**src/rtl/balanca_pkg.sv**
```systemverilog
// Shared types and helpers for the scale display BCD path.
// Latency: n/a (types, constants and pure functions only).
// Backpressure: n/a.
package balanca_pkg;

    typedef enum logic [1:0] {
        IDLE = 2'd0,
        CONV = 2'd1,
        DONE = 2'd2
    } estado_t;

    localparam logic [3:0] BCD_BLANK = 4'hF;

    // Decimal digits needed for 2^bin_w - 1 (30103/100000 ~ log10(2)).
    function automatic int conv_digits(input int bin_w);
        return (bin_w * 30103) / 100000 + 1;
    endfunction

    function automatic logic [3:0] add3_digit(input logic [3:0] d);
        return (d >= 4'd5) ? d + 4'd3 : d;
    endfunction

endpackage

```
**src/rtl/bcd_add3_estagio.sv**
```systemverilog
// Per-digit add-3 correction of the BCD accumulator ahead of each shift.
// Latency: combinational, zero cycles.
// Backpressure: none, pure logic.
module bcd_add3_estagio
    import balanca_pkg::*;
#(
    parameter int N_DIG = 5
) (
    input  logic [4*N_DIG-1:0] acc_in,
    output logic [4*N_DIG-1:0] acc_out
);

    for (genvar g = 0; g < N_DIG; g++) begin : g_digito
        assign acc_out[4*g +: 4] = add3_digit(acc_in[4*g +: 4]);
    end

endmodule

```
**src/rtl/conversor_bcd_ponto_fixo.sv**
```systemverilog
// Iterative binary to fixed-point BCD converter (shift-add-3), with saturation; CONVERSOR_BCD_ZERO_BLANK_EN blanks leading integer zeros.
// Latency: out_valid rises on the BIN_W-th edge after the acceptance edge (BIN_W+1 edges counting it).
// Backpressure: single result register held in DONE until out_ready; in_ready only in IDLE.
module conversor_bcd_ponto_fixo
    import balanca_pkg::*;
#(
    parameter int BIN_W    = 16,
    parameter int INT_DIG  = 2,
    parameter int FRAC_DIG = 2
) (
    input  logic                  clk,
    input  logic                  rst_n,
    input  logic                  in_valid,
    output logic                  in_ready,
    input  logic [BIN_W-1:0]      bin_in,
    output logic                  out_valid,
    input  logic                  out_ready,
    output logic [4*INT_DIG-1:0]  bcd_inteiro,
    output logic [4*FRAC_DIG-1:0] bcd_fracionario,
    output logic                  overflow
);

    localparam int CONV_DIG = conv_digits(BIN_W);
    localparam int OUT_DIG  = INT_DIG + FRAC_DIG;
    localparam int MAX_DIG  = (CONV_DIG > OUT_DIG) ? CONV_DIG : OUT_DIG;
    localparam int ACC_W    = 4 * CONV_DIG;
    localparam int CNT_W    = $clog2(BIN_W + 1);

    estado_t estado, estado_n;

    logic [BIN_W-1:0]      shreg;
    logic [BIN_W-1:0]      shreg_shift;
    logic [ACC_W-1:0]      acc;
    logic [ACC_W-1:0]      acc_corr;
    logic [ACC_W-1:0]      acc_shift;
    logic [CNT_W-1:0]      cnt;
    logic                  aceita;
    logic                  ultimo;
    logic [4*MAX_DIG-1:0]  acc_ext;
    logic                  ovf_calc;
    logic [4*INT_DIG-1:0]  int_calc;
    logic [4*FRAC_DIG-1:0] frac_calc;

    bcd_add3_estagio #(
        .N_DIG (CONV_DIG)
    ) u_add3 (
        .acc_in  (acc),
        .acc_out (acc_corr)
    );

    assign acc_shift   = {acc_corr[ACC_W-2:0], shreg[BIN_W-1]};
    assign shreg_shift = {shreg[BIN_W-2:0], 1'b0};

    always_ff @(posedge clk or negedge rst_n) begin
        if (!rst_n) begin
            estado <= IDLE;
        end else begin
            estado <= estado_n;
        end
    end

    always_comb begin
        estado_n  = estado;
        in_ready  = 1'b0;
        out_valid = 1'b0;
        aceita    = 1'b0;
        ultimo    = 1'b0;
        case (estado)
            IDLE: begin
                in_ready = 1'b1;
                if (in_valid) begin
                    aceita   = 1'b1;
                    estado_n = CONV;
                end
            end
            CONV: begin
                if (cnt == CNT_W'(1)) begin
                    ultimo   = 1'b1;
                    estado_n = DONE;
                end
            end
            DONE: begin
                out_valid = 1'b1;
                if (out_ready) begin
                    estado_n = IDLE;
                end
            end
            default: begin
                estado_n = IDLE;
            end
        endcase
    end

    always_ff @(posedge clk or negedge rst_n) begin
        if (!rst_n) begin
            shreg <= '0;
            acc   <= '0;
            cnt   <= '0;
        end else if (aceita) begin
            shreg <= bin_in;
            acc   <= '0;
            cnt   <= CNT_W'(BIN_W);
        end else if (estado == CONV) begin
            shreg <= shreg_shift;
            acc   <= acc_shift;
            cnt   <= cnt - CNT_W'(1);
        end
    end

    // Zero-extend so narrow accumulators still fill every output digit.
    always_comb begin
        acc_ext            = '0;
        acc_ext[ACC_W-1:0] = acc_shift;
    end

    if (MAX_DIG > OUT_DIG) begin : g_ovf
        assign ovf_calc = |acc_ext[4*MAX_DIG-1:4*OUT_DIG];
    end else begin : g_sem_ovf
        assign ovf_calc = 1'b0;
    end

`ifdef CONVERSOR_BCD_ZERO_BLANK_EN
    logic blank_ativo;
`endif

    always_comb begin
        int_calc  = acc_ext[4*OUT_DIG-1:4*FRAC_DIG];
        frac_calc = acc_ext[4*FRAC_DIG-1:0];
        if (ovf_calc) begin
            int_calc  = {INT_DIG{4'h9}};
            frac_calc = {FRAC_DIG{4'h9}};
        end
`ifdef CONVERSOR_BCD_ZERO_BLANK_EN
        // Units digit (index 0) is always shown, so the scan stops at 1.
        blank_ativo = !ovf_calc;
        for (int i = INT_DIG - 1; i >= 1; i--) begin
            if (blank_ativo && (int_calc[4*i +: 4] == 4'd0)) begin
                int_calc[4*i +: 4] = BCD_BLANK;
            end else begin
                blank_ativo = 1'b0;
            end
        end
`endif
    end

    always_ff @(posedge clk or negedge rst_n) begin
        if (!rst_n) begin
            bcd_inteiro     <= '0;
            bcd_fracionario <= '0;
            overflow        <= 1'b0;
        end else if (ultimo) begin
            bcd_inteiro     <= int_calc;
            bcd_fracionario <= frac_calc;
            overflow        <= ovf_calc;
        end
    end

endmodule

```
**config.mk**
```make
export PLATFORM = sky130hd
export DESIGN_NAME = conversor_bcd_ponto_fixo
export DESIGN_NICKNAME = d
export VERILOG_FILES = /design/src/rtl/balanca_pkg.sv /design/src/rtl/bcd_add3_estagio.sv /design/src/rtl/conversor_bcd_ponto_fixo.sv
export SDC_FILE = /design/constraint.sdc
export NUM_CORES = 1
export LEC_CHECK = 0
export BUFFER_PORTS_ARGS = -buffer_cell sky130_fd_sc_hd__clkbuf_2
export CAP_MARGIN = 30
export CORE_UTILIZATION = 40
export CTS_BUF_LIST = sky130_fd_sc_hd__clkbuf_8
export DETAILED_ROUTE_END_ITERATION = 16
export PLACE_DENSITY = 0.56
export SETUP_SLACK_MARGIN = 0.3
export SLEW_MARGIN = 20
export SYNTH_ARGS = -nofsm -noshare
export SYNTH_HDL_FRONTEND = slang
export SYNTH_SLANG_ARGS = --single-unit
```
**constraint.sdc**
```tcl
create_clock -name clk -period 5.7 [get_ports clk]
set_input_delay 1.425 -clock clk [delete_from_list [all_inputs] [get_ports clk]]
set_output_delay 1.425 -clock clk [all_outputs]
set_load 0.02 [all_outputs]
```
==> metrics <==
HPWL after detailed placement between 3000 and 4000 µm; Peak Freq 0.383 GHz; Initial Util 0.421; Worst setup EP type register; post-synthesis sequential area ratio 0.517; critical-path maximum fanout 22; post-synth net total 328; Die Width 87.2 µm; Pre-antenna DRT Iters 4; ys flop type dfrtp_1; Switching Fraction 0.404; initial DRC count between 60 and 70; row cnt 30; routed len/inst 13.5 µm; PostCTS Resize Cnt 0; root buf cell clkbuf_8; Layout Nets 369; post-route ant nets 0; Final min period 2610 ps; Routed Wire Length around 5900 µm; global placer's final weighted congestion around 0.73; post-synthesis cell area 0.00291 mm²; Post-CTS Hold Buffers 0; max cap viols 0; I/O pin count 39; Cell Chain, Critical Path clkbuf_2 > nor3b_2 > buf_4 > nor2_1 > buf_4 > nand2_1 > o21ai_0; # port buffers 38; Via density 5.06; Fin. Hold Viols 0; max-slew violations 0; slowest stage delay, CP 540 ps; DP Cell Count around 420; gr usage total 0.176; clock sink count 60; grt ovf 0; Logic pwr share 0.426; Post-Syn Area per Cell 9.82 µm²; largest net degree at the start of global routing 61; vias approximately 2200; share of cells above drive strength 1 0.208; Async S/R FF share, synth 1.00; number of flops mapped to enable cells by yosys 0; Reg power frac 0.373; CP max stage cell nor2_1; TritonCTS clock tree built; Pwr Density 604 mW/mm²; Slew @ Worst Pin 759 ps; setup repair bufs after CTS 0; final core area utilization 0.495; fin crit share 0.458; YS warnings 0; initial antenna violation count 0; Yosys reg bits 60; area delta synth->final 17.7%; Worst Path Required ~6000 ps; Max clock buf depth 2; worst hold path class register to register; H-tree levels 3; LEAKAGE 1.59 nW; sw power 0.836 mW; Clock Skew 7.72 ps; Clock transition at path regs about 70 ps; Critical Path AT 2860 ps; Slew HR 0.494; Finished Layout Cells 438; cell count after synthesis slightly below 300; Fin Hold WS 476 ps; Setup TNS Final 0 ps; Residual DRC 0; most used cell, CP buf_4; VDD IR-drop max between 150 and 200 µV; Pint 1.23 mW; CTS Buf Count 9; Die Ht between 80 and 90 µm; Core Footprint 0.00691 mm²; first-pass GRT wire length 10200 µm; Clock Power Share 0.201; startpoint types primary input; clk_lat worst skew 340 ps; Setup CP Type primary input to register; status complete, no violations; synth unique cells 32; ANT cells 0; vias in the first global route 2214; die area between 0.007 and 0.008 mm²; setup violators final 0; RSZ-0062 raised after global routing no
power by group through the flow:
| stage | combinational (mW) | sequential [mW] | clock [mW] |
|---|---|---|---|
| 2_1_floorplan | 0.617 | 0.808 | 0 |
| 3_3_place_gp | 0.877 | 0.775 | 0 |
| 3_5_place_dp | 0.901 | 0.775 | 0 |
| 4_1_cts | 0.901 | 0.772 | 0.426 |
| 5_1_grt | 1.01 | 0.797 | 0.443 |
| 6_report | 0.881 | 0.771 | 0.415 |
cell usage after synthesis, drive strengths merged, types with 7 or more instances:
| cell type | number | area, µm² |
|---|---|---|
| o22a | 8 | 70.1 |
| a21oi | 8 | 40.0 |
| dfrtp | 60 | 1500 |
| ha | 12 | 150 |
| a22oi | 15 | 113 |
| nor3 | 7 | 35.0 |
| nand3 | 11 | 55.1 |
| clkbuf | 11 | 41.3 |
| o21ai | 45 | 225 |
| inv | 13 | 48.8 |
| nand2 | 57 | 214 |
| nand2b | 14 | 87.6 |
registers in the layout, indices dropped and copies added, names as in the netlist:
name,cells
acc,20
shreg,16
bcd_fracionario,8
bcd_inteiro,8
cnt,5
estado,2
overflow,1
worst max-delay path: cells and delay by family:
family | cells | cell delay (ps)
simple gates | 3 | 750
compound gates | 1 | 70
buf+inv | 3 | 600
layout by cell type, fill, tap and decap left out, drive strengths merged, types with 2 or more instances in the layout:
| master | Yosys | final |
|---|---|---|
| dfrtp | 60 | 60 |
| nand2 | 57 | 57 |
| clkbuf | 11 | 47 |
| o21ai | 45 | 45 |
| a22oi | 15 | 15 |
| nand2b | 14 | 14 |
| inv | 13 | 13 |
| ha | 12 | 12 |
| nand3 | 11 | 11 |
| a21oi | 8 | 8 |
| o22a | 8 | 8 |
| nor3 | 7 | 7 |
| xnor2 | 6 | 6 |
| mux2 | 5 | 5 |
| buf | 2 | 5 |
| nor2 | 4 | 4 |
| clkinv | 0 | 4 |
| a21o | 3 | 3 |
| nor4b | 2 | 2 |
| bufinv | 0 | 2 |
| nor3b | 2 | 2 |
| a2111oi | 2 | 2 |
worst paths after layout:
check,start,endpoint,slack [ps],depth (start not counted)
setup / recovery,in_valid,cnt[0],3090,7
hold / removal,shreg[5],shreg[5],480,2
setup reg to reg,acc[16],bcd_fracionario[7],3390,6
hold reg to reg,shreg[5],shreg[5],480,2
max in group asynchronous,rst_n,shreg[3],3950,2
min in group asynchronous,rst_n,acc[18],1230,2
stage by stage:
step / setup slack [ps] / area [µm²] / total power, mW
floorplan: 3270 / 2910 / 1.42
global placement: 2760 / 3210 / 1.65
detailed placement: 2700 / 3210 / 1.68
CTS: 3070 / 3420 / 2.10
global route: 2920 / 3420 / 2.25
finish: 3090 / 3420 / 2.07
cells by family (layout without fill, tap and decap cells):
kind of cell | after synthesis | in the layout | synth area share
and+or+nand+nor | 101 | 101 | 0.164
adders and majority gates | 12 | 12 | 0.0517
AOI/OAI and AO/OA | 86 | 86 | 0.195
muxes | 5 | 5 | 0.0194
xor gates and xnor gates | 6 | 6 | 0.0181
DFF | 60 | 60 | 0.517
buffers and inverters | 26 | 72 | 0.0362
layer usage:
layer  vias to the layer above  share of wire  global-route usage
met3                         6          0.038              0.0455
met4                         0          0.012              0.0671
li1                       1123              -                   -
met2                        42           0.46               0.286
met1                      1046           0.49               0.225
met5                         -              0                   0
layout make-up:
class | count | area, µm²
well taps | 96 | 120
fillers | 681 | 3490
flip-flops and latches | 60 | 1500
clock inverters | 7 | 91.3
inverters | 13 | 48.8
clock buffers | 9 | 124
multi-input cells | 210 | 1310
repair buffers | 43 | 228
No activity file was read; power rests on OpenSTA's default activity.
